===== config.mk =====
export PLATFORM = sky130hd
export DESIGN_NAME = fetch_unit
export DESIGN_NICKNAME = d
export VERILOG_FILES = /design/src/rtl/fetch_unit_pkg.sv /design/src/rtl/fetch_pc_sel.sv /design/src/rtl/fetch_unit.sv
export SDC_FILE = /design/constraint.sdc
export NUM_CORES = 1
export LEC_CHECK = 0
export CORE_ASPECT_RATIO = 1.2
export CORE_MARGIN = 2
export CORE_UTILIZATION = 44
export DETAILED_ROUTE_END_ITERATION = 12
export PLACE_DENSITY = 0.82
export SLEW_MARGIN = 20
export SYNTH_ARGS = -nofsm -noshare
export SYNTH_HDL_FRONTEND = slang
export SYNTH_SLANG_ARGS = --single-unit

===== constraint.sdc =====
create_clock -name clk -period 2.74 [get_ports clk]
set_clock_uncertainty 0.1 [all_clocks]
set_input_delay 0.548 -clock clk [delete_from_list [all_inputs] [get_ports clk]]
set_output_delay 0.548 -clock clk [all_outputs]
set_load 0.02 [all_outputs]

===== src/rtl/fetch_unit_pkg.sv =====
// Shared definitions for the IF stage: bus widths, reset vector, FSM encoding.
package fetch_unit_pkg;

   localparam int          ADDR_BUS     = 32;
   localparam int          INST_BUS     = 32;
   localparam logic [31:0] RESET_VECTOR = 32'hBFC0_0000;

   typedef enum logic [1:0] {
      FETCH_REQ  = 2'd0,
      FETCH_WAIT = 2'd1,
      FETCH_OUT  = 2'd2,
      FETCH_DROP = 2'd3
   } fetch_state_e;

   // True when a fetch address is not word aligned
   function automatic logic addr_misaligned(input logic [1:0] lsb);
      return lsb != 2'b00;
   endfunction

endpackage


===== src/rtl/fetch_pc_sel.sv =====
// Next-PC priority mux: exception redirect, then branch target, then sequential.
module fetch_pc_sel #(
   parameter int ADDR_W = 32
) (
   input  logic              flush_i,
   input  logic [ADDR_W-1:0] flush_pc_i,
   input  logic              pending_br_i,
   input  logic [ADDR_W-1:0] pend_addr_i,
   input  logic [ADDR_W-1:0] pc_i,
   output logic [ADDR_W-1:0] next_pc_o
);

   // Redirect beats branch; sequential step wraps naturally at the word width
   always_comb begin
      if (flush_i) begin
         next_pc_o = flush_pc_i;
      end else if (pending_br_i) begin
         next_pc_o = pend_addr_i;
      end else begin
         next_pc_o = pc_i + ADDR_W'(4);
      end
   end

endmodule


===== src/rtl/fetch_unit.sv =====
// IF stage: PC register, single-outstanding word fetch, and IF/ID output register.
module fetch_unit
   import fetch_unit_pkg::*;
#(
   parameter int                ADDR_W   = ADDR_BUS,
   parameter logic [ADDR_W-1:0] RESET_PC = ADDR_W'(RESET_VECTOR)
) (
   input  logic                clk,
   input  logic                rst_n,
   input  logic                stall,
   input  logic                flush,
   input  logic [ADDR_W-1:0]   flush_pc,
   input  logic                branch_flag,
   input  logic [ADDR_W-1:0]   branch_addr,
   output logic                inst_req,
   output logic [ADDR_W-1:0]   inst_addr,
   input  logic                inst_gnt,
   input  logic                inst_rvalid,
   input  logic [INST_BUS-1:0] inst_rdata,
   output logic                if_valid,
   output logic [ADDR_W-1:0]   if_pc,
   output logic [INST_BUS-1:0] if_inst,
   output logic                if_adel
);

   fetch_state_e        state_q, state_d;
   logic [ADDR_W-1:0]   pc_q, pc_d, next_pc;
   logic                run_q;
   logic                if_valid_q;
   logic [ADDR_W-1:0]   if_pc_q;
   logic [INST_BUS-1:0] if_inst_q;
   logic                if_adel_q;
   logic                id_fire;
   logic                pending_br;
   logic                pc_bad;
   logic                req_active;

   assign id_fire    = if_valid_q & ~stall;
   assign pc_bad     = addr_misaligned(pc_q[1:0]);
   assign req_active = run_q & (state_q == FETCH_REQ) & ~pc_bad;

   // A branch taken as the delay slot leaves IF: the slot is already fetched,
   // so the target is consumed on this very edge rather than held over
   assign pending_br = id_fire & branch_flag;

   fetch_pc_sel #(.ADDR_W(ADDR_W)) u_pc_sel (
      .flush_i      (flush),
      .flush_pc_i   (flush_pc),
      .pending_br_i (pending_br),
      .pend_addr_i  (branch_addr),
      .pc_i         (pc_q),
      .next_pc_o    (next_pc)
   );

   // PC only moves when ID takes the instruction or a redirect arrives
   always_comb begin
      pc_d = pc_q;
      if (flush || id_fire) begin
         pc_d = next_pc;
      end
   end

   // FSM state register
   always_ff @(posedge clk or negedge rst_n) begin
      if (!rst_n) begin
         state_q <= FETCH_REQ;
      end else begin
         state_q <= state_d;
      end
   end

   // FSM next state; flush overrides every other transition
   always_comb begin
      state_d = state_q;
      case (state_q)
         FETCH_REQ: begin
            if (run_q) begin
               if (flush) begin
                  state_d = (inst_gnt && !pc_bad) ? FETCH_DROP : FETCH_REQ;
               end else if (pc_bad) begin
                  state_d = FETCH_OUT;
               end else if (inst_gnt) begin
                  state_d = FETCH_WAIT;
               end
            end
         end
         FETCH_WAIT: begin
            if (flush) begin
               state_d = inst_rvalid ? FETCH_REQ : FETCH_DROP;
            end else if (inst_rvalid) begin
               state_d = FETCH_OUT;
            end
         end
         FETCH_OUT: begin
            if (flush || id_fire) begin
               state_d = FETCH_REQ;
            end
         end
         FETCH_DROP: begin
            if (inst_rvalid) begin
               state_d = FETCH_REQ;
            end
         end
         default: state_d = FETCH_REQ;
      endcase
   end

   // FSM outputs: request held from assertion until grant, address is the PC
   always_comb begin
      inst_req  = req_active;
      inst_addr = pc_q;
   end

   // PC, start-up gate and IF/ID output register
   always_ff @(posedge clk or negedge rst_n) begin
      if (!rst_n) begin
         pc_q       <= RESET_PC;
         run_q      <= 1'b0;
         if_valid_q <= 1'b0;
         if_pc_q    <= '0;
         if_inst_q  <= '0;
         if_adel_q  <= 1'b0;
      end else begin
         run_q <= 1'b1;
         pc_q  <= pc_d;
         if (flush) begin
            if_valid_q <= 1'b0;
         end else if (state_q == FETCH_WAIT && inst_rvalid) begin
            if_valid_q <= 1'b1;
            if_pc_q    <= pc_q;
            if_inst_q  <= inst_rdata;
            if_adel_q  <= 1'b0;
         end else if (run_q && state_q == FETCH_REQ && pc_bad) begin
            if_valid_q <= 1'b1;
            if_pc_q    <= pc_q;
            if_inst_q  <= '0;
            if_adel_q  <= 1'b1;
         end else if (id_fire) begin
            if_valid_q <= 1'b0;
         end
      end
   end

   assign if_valid = if_valid_q;
   assign if_pc    = if_pc_q;
   assign if_inst  = if_inst_q;
   assign if_adel  = if_adel_q;

endmodule

Word level (Yosys, flattened, before mapping)
Cells that the tools add are included.
W data, S select, Z words.
{ "word_totals": {"ff_bits": 101, "out_inout_bits": 99, "word_cells": 58} }
{ "op_classes": {"addsub": 1, "n_eq_ne": 8, "mux": 23, "bitwise": 7, "n_reduce_logical": 12} }
{ "op_table": {"columns": ["op", "n"], "rows": [
  ["$mux W32", 6],
  ["$add A32 B3 Y32 const B", 1],
  ["$mux W2", 10],
  ["$pmux W2 S4", 1],
  ["$mux W1", 6],
  ["$ne A2 B2 Y1 const B", 3],
  ["$reduce_and A5 Y1", 1],
  ["$and A1 B1 Y1", 4],
  ["$eq A2 B2 Y1 const B", 2],
  ["$logic_and A1 B1 Y1", 4],
  ["$ne A4 B4 Y1 const B", 1],
  ["$reduce_bool A2 Y1", 2],
  ["$reduce_bool A4 Y1", 1],
  ["$ne A3 B3 Y1 const B", 1],
  ["$not A1 Y1", 3],
  ["$eq A2 B1 Y1 const B", 1],
  ["$logic_not A2 Y1", 1],
  ["$reduce_and A2 Y1", 1],
  ["$logic_not A1 Y1", 1],
  ["$logic_or A1 B1 Y1", 1]
]} }

Depth between registers and ports, before layout
{ "logic_depth": {"ltp_word": 7, "ltp_mapped": 8} }

Hierarchy
Synthesis repeated with hierarchy kept, for this count alone.
{ "hier_totals": {"cells_unflattened": 499, "hier_area_um2": 5198.7} }
{ "modules_own_cells": {"columns": ["mod", "instances", "cells_each", "area_per_inst_um2"], "rows": [
  ["fetch_unit", 1, 306, 3946.3],
  ["fetch_pc_sel", 1, 193, 1252.5]
]} }

Worst setup path after synthesis
Ideal clock, no wire load.
{ "synth_timing": {"path_kind": "reg2reg", "startpoint": "reg pc_q[2] (netlist: inst_addr[2])", "endpoint": "reg pc_q[26] (netlist: inst_addr[26])", "setup_time_ns": 0.073, "t_arrival_ns": 1.942, "path_slack_ns": 0.625, "path_stages_with_launch": 7, "path_buffers": 0, "synth_period_minus_slack_ns": 2.115, "cell_sequence": "dfrtp_1 > ha_1 > nand3_2 > or4_4 > nor4_1 > o211ai_1 > a21oi_1"} }
{ "synth_via": {"elab_chain_cells": 3} }
{ "synth_lines": {"columns": ["element", "line_no", "source"], "rows": [
  ["from (decl)", "fetch_unit.sv:27", "logic [ADDR_W-1:0] pc_q, pc_d, next_pc;"],
  ["from (signal assigned)", "fetch_unit.sv:125", "pc_q <= pc_d;"],
  ["$add A32 B3 Y32", "fetch_pc_sel.sv:20", "next_pc_o = pc_i + ADDR_W'(4);"],
  ["$mux W32", "fetch_pc_sel.sv:17", "end else if (pending_br_i) begin"],
  ["$mux W32", "fetch_pc_sel.sv:15", "if (flush_i) begin"]
]} }
No other way between the ends.
A chain may end at the register's enable or synchronous reset.

Worst setup path after layout
{ "layout_timing": {"startpoint": "reg state_q[1]", "endpoint": "out inst_req"} }
{ "layout_via": {"elab_chain_cells": 3} }
{ "layout_lines": {"columns": ["element", "line_no", "source"], "rows": [
  ["from (decl)", "fetch_unit.sv:26", "fetch_state_e state_q, state_d;"],
  ["from (signal assigned)", "fetch_unit.sv:68", "state_q <= state_d;"],
  ["$logic_not A2 Y1", "fetch_unit.sv:40", "assign req_active = run_q & (state_q == FETCH_REQ) & ~pc_bad;"],
  ["$and A1 B1 Y1 (2 in series)", "fetch_unit.sv:40", null],
  ["to (decl)", "fetch_unit.sv:15", "output logic inst_req,"]
]} }
No other way between the ends.

==> results.rst <==
.. list-table::
   :header-rows: 1

   * - Metric
     - Value
   * - Status
     - complete, no violations
   * - Wire length of the first global-routing pass
     - 25.5 mm
   * - DRC Markers
     - 0
   * - Routed via count
     - between 5000 and 6000
   * - Number of global-route vias before repair
     - between 5000 and 6000
   * - Total number of H-tree levels
     - 3
   * - Nets in the synthesized netlist
     - 720
   * - Number of I/O port buffers
     - roughly 200
   * - Combined buffer and inverter count along the critical path
     - 1
   * - Average cell area after synthesis
     - ~8 um^2
   * - Worst slew slack as a fraction of its limit
     - 0.536
   * - Data required time at the worst endpoint
     - between 2 and 2.5 ns
   * - Cell count after synthesis
     - 616
   * - Commonest cells after routing, fill and taps aside
     - 198 x clkdlybuf4s50_1, 190 x nand2_1, 92 x dfrtp_1, 54 x nand3_1, 50 x a21oi_1
   * - Pre-CTS setup slack
     - 0.414 ns
   * - Synth Cell Area
     - about 0.0051 mm^2
   * - Count of antenna diodes in the layout
     - 0
   * - Largest net degree at the start of global routing
     - 51
   * - Sort of element at the end of the critical path
     - primary output
   * - Worst Path Class, Setup
     - reg2out
   * - Setup Total Neg Slack
     - 0 ns
   * - RSZ-0062 raised after global routing
     - no
   * - Tmin final
     - 2.54 ns
   * - CP arrival
     - roughly 1.9 ns
   * - Total global-route track usage
     - 0.261
   * - Largest cells by area after synthesis
     - dfrtp_1 45%, nand2_1 14%, nand3_1 5.3%
   * - Drt total wl
     - roughly 16 mm
   * - Count of endpoints failing hold in the final timing report
     - 0
   * - Placed instance area
     - 0.00727 mm^2
   * - Starting utilization of the core area
     - 0.455
   * - Count of buffers added by post-CTS timing repair for setup
     - 0
   * - Worst hold-check path type
     - reg2reg
   * - Max incr delay on CP
     - between 0.6 and 0.7 ns
   * - Placed Cells
     - about 950
   * - Share of post-route cells with drive strength above 1
     - 0.0765
   * - Setup slack of the critical path after layout
     - 0.204 ns
   * - Pre-Repair DR Iteration Count
     - 5
   * - Cell Count, Final, Fillers Out
     - 964
   * - Critical path's top delay family
     - buffers and inverters
   * - Crit-path slowest cell
     - clkdlybuf4s50_1
   * - Sequential area share after synthesis
     - 0.501
   * - Width of the die
     - 102 um
   * - Final Cycle Share
     - 0.926
   * - Buffer type at the clock tree root
     - clkbuf_16
   * - Ports
     - about 200
   * - Critical path, cell by cell
     - nor2_1 > nand2_1 > nor3_1 > clkdlybuf4s50_1
   * - Placer Congestion
     - 0.944
   * - Async set-reset flop share out of synthesis
     - 1.00
   * - Average wire per cell in the routed design
     - about 17 um
   * - Number of enable flip-flop cells after synthesis
     - 0
   * - Number of clock sinks
     - 101
   * - Total of warnings raised by yosys
     - 0
   * - Count of state elements after synthesis
     - approximately 100
   * - Initial DRC Count
     - 258
   * - Count of max-cap constraint violations
     - 0
   * - Number of pins with negative max-slew slack in the final report
     - 0
   * - Power per cell area
     - 744 mW/mm^2
   * - Resize count post-CTS
     - 0
   * - FP Rows
     - 42
   * - Die area
     - 0.0124 mm^2
   * - Initial antenna violation count
     - 0
   * - Count of distinct cell types in the synthesized netlist
     - between 50 and 60
   * - Clock slew at the register clock pins of the worst setup and hold paths
     - roughly 0.07 ns
   * - Average via count per standard cell
     - 5.45
   * - TritonCTS Buffers
     - 9
   * - Cell leakage power
     - 0.00333 uW
   * - Core footprint
     - 0.0111 mm^2
   * - Detailed-placement wirelength estimate
     - 11.7 mm
   * - Summed area of non-filler cells in the final layout
     - 0.00756 mm^2
   * - Remaining Overflow, GRT
     - 0
   * - Pin slew with the least headroom to its limit
     - between 0.6 and 0.7 ns
   * - Layout filler cell count
     - 910
   * - Most instantiated flip-flop cell in the synthesis netlist
     - dfrtp_1
   * - Most frequent standard cell in the layout excluding fill and tap cells
     - clkdlybuf4s50_1
   * - Kind of start point of the critical path
     - flop
   * - Setup-violating endpoint count in the final report
     - 0
   * - Share of the synthesized area in the top cell type
     - 0.454
   * - Final #Nets
     - between 900 and 1000
   * - Buffer levels on the longest clock path
     - 2
   * - Maximum resistive drop on vdd
     - around 330 uV
   * - Remaining antenna violation count
     - 0
   * - PnR Total Power
     - 5630 uW
   * - Maximum fanout count along the critical path
     - 4
   * - Clock tree from TritonCTS
     - built
   * - Area Growth Syn to Fin
     - 49.1%
   * - Insertion delay to the later sink of the worst-skew pair
     - 0.34 ns
   * - Fmax
     - 0.394 GHz
   * - Cell accounting for the most synthesized area
     - dfrtp_1
   * - Height of the chip
     - 122 um
   * - Post-cts hold buffer count
     - 1
[worst reg2reg max path, cell delays in order (launching register included)]
cell      delay (ns)
dfrtp_1         0.47
ha_1            0.26
nand3_2         0.20
or4_4           0.62
nor4_1          0.26
o211ai_1        0.12
a21oi_1         0.17
[Yosys cell counts (all sizes together), types with 3 or more instances]
cell,number
a311oi,7
nor3,10
nor2,30
inv,14
xor2,7
dfstp,9
buf,9
and3,6
mux2i,5
xnor2,9
nand3,56
mux2,3
nand4,9
clkbuf,34
o211ai,3
o21ai,30
nor4,8
a21oi,51
nand2,190
o22ai,3
dfrtp,92
[final cells by class]
| cell class | count | area (um^2) | share of cell area |
|---|---|---|---|
| Sequential cell | 101 | 2540 | 0.336 |
| Multi-Input combinational cell | 457 | 2310 | 0.306 |
| Timing Repair Buffer | 221 | 2180 | 0.288 |
| Clock buffer | 9 | 225 | 0.0298 |
| Tap cell | 154 | 193 | 0.0255 |
| Clock inverter | 7 | 57.6 | 0.00761 |
| Inverter | 15 | 56.3 | 0.00745 |
[power by group]
group	switching [uW]	leakage, uW	internal (uW)	total, uW
Clock	583	0.000129	625	1210
Sequential	318	0.00128	1890	2210
Combinational	1160	0.00193	1040	2200
Total	2060	0.00333	3560	5630
[sequential cells by signal, indices dropped and copies added (netlist names)]
| signal | cells |
|---|---|
| if_adel | 1 |
| run_q | 1 |
| inst_addr | 32 |
| if_inst | 32 |
| if_valid | 1 |
| state_q | 2 |
| if_pc | 32 |
[metal layers]
| layer | up-vias | global-route usage | share of wire |
|---|---|---|---|
| li1 | 2470 | - | - |
| met1 | 2508 | 0.310 | 0.38 |
| met2 | 238 | 0.450 | 0.50 |
| met3 | 33 | 0.0809 | 0.095 |
| met4 | 0 | 0.0833 | 0.020 |
| met5 | - | 0 | 0 |
[through the flow]
step | util | hold WS, ns
final | 0.679 | 0.367
after global routing | 0.679 | 0.396
after CTS | 0.679 | 0.370
after detailed placement | 0.652 | 0.357
after global placement | 0.652 | 0.350
after floorplan | - | 0.152
[cells by family (layout without fill, tap and decap cells)]
kind of cell / Yosys count / count (layout) / share of synthesized area
AND/OR/NAND/NOR: 322 / 322 / 0.282
AO/OA/AOI/OAI: 109 / 109 / 0.125
flip-flops: 101 / 101 / 0.501
buffers and inverters: 58 / 252 / 0.0449
XOR/XNOR: 16 / 16 / 0.0276
multiplexers: 8 / 8 / 0.0165
adder cells (fa/ha/maj): 1 / 1 / 0.00247
other: 1 / 1 / 0.000740
[path summary, 6_finish.rpt]
kind,startpoint,endpoint,slack [ns],cells past startpoint
min,if_inst[10],if_inst[10],0.37,2
max,state_q[1],inst_req,0.20,4
max reg2reg,inst_addr[2],inst_addr[26],0.49,6
min in group asynchronous,rst_n,inst_addr[10],0.55,2
max in group asynchronous,rst_n,if_inst[3],1.29,3
min reg2reg,if_inst[10],if_inst[10],0.37,2
(Power assumes the default switching activity.)
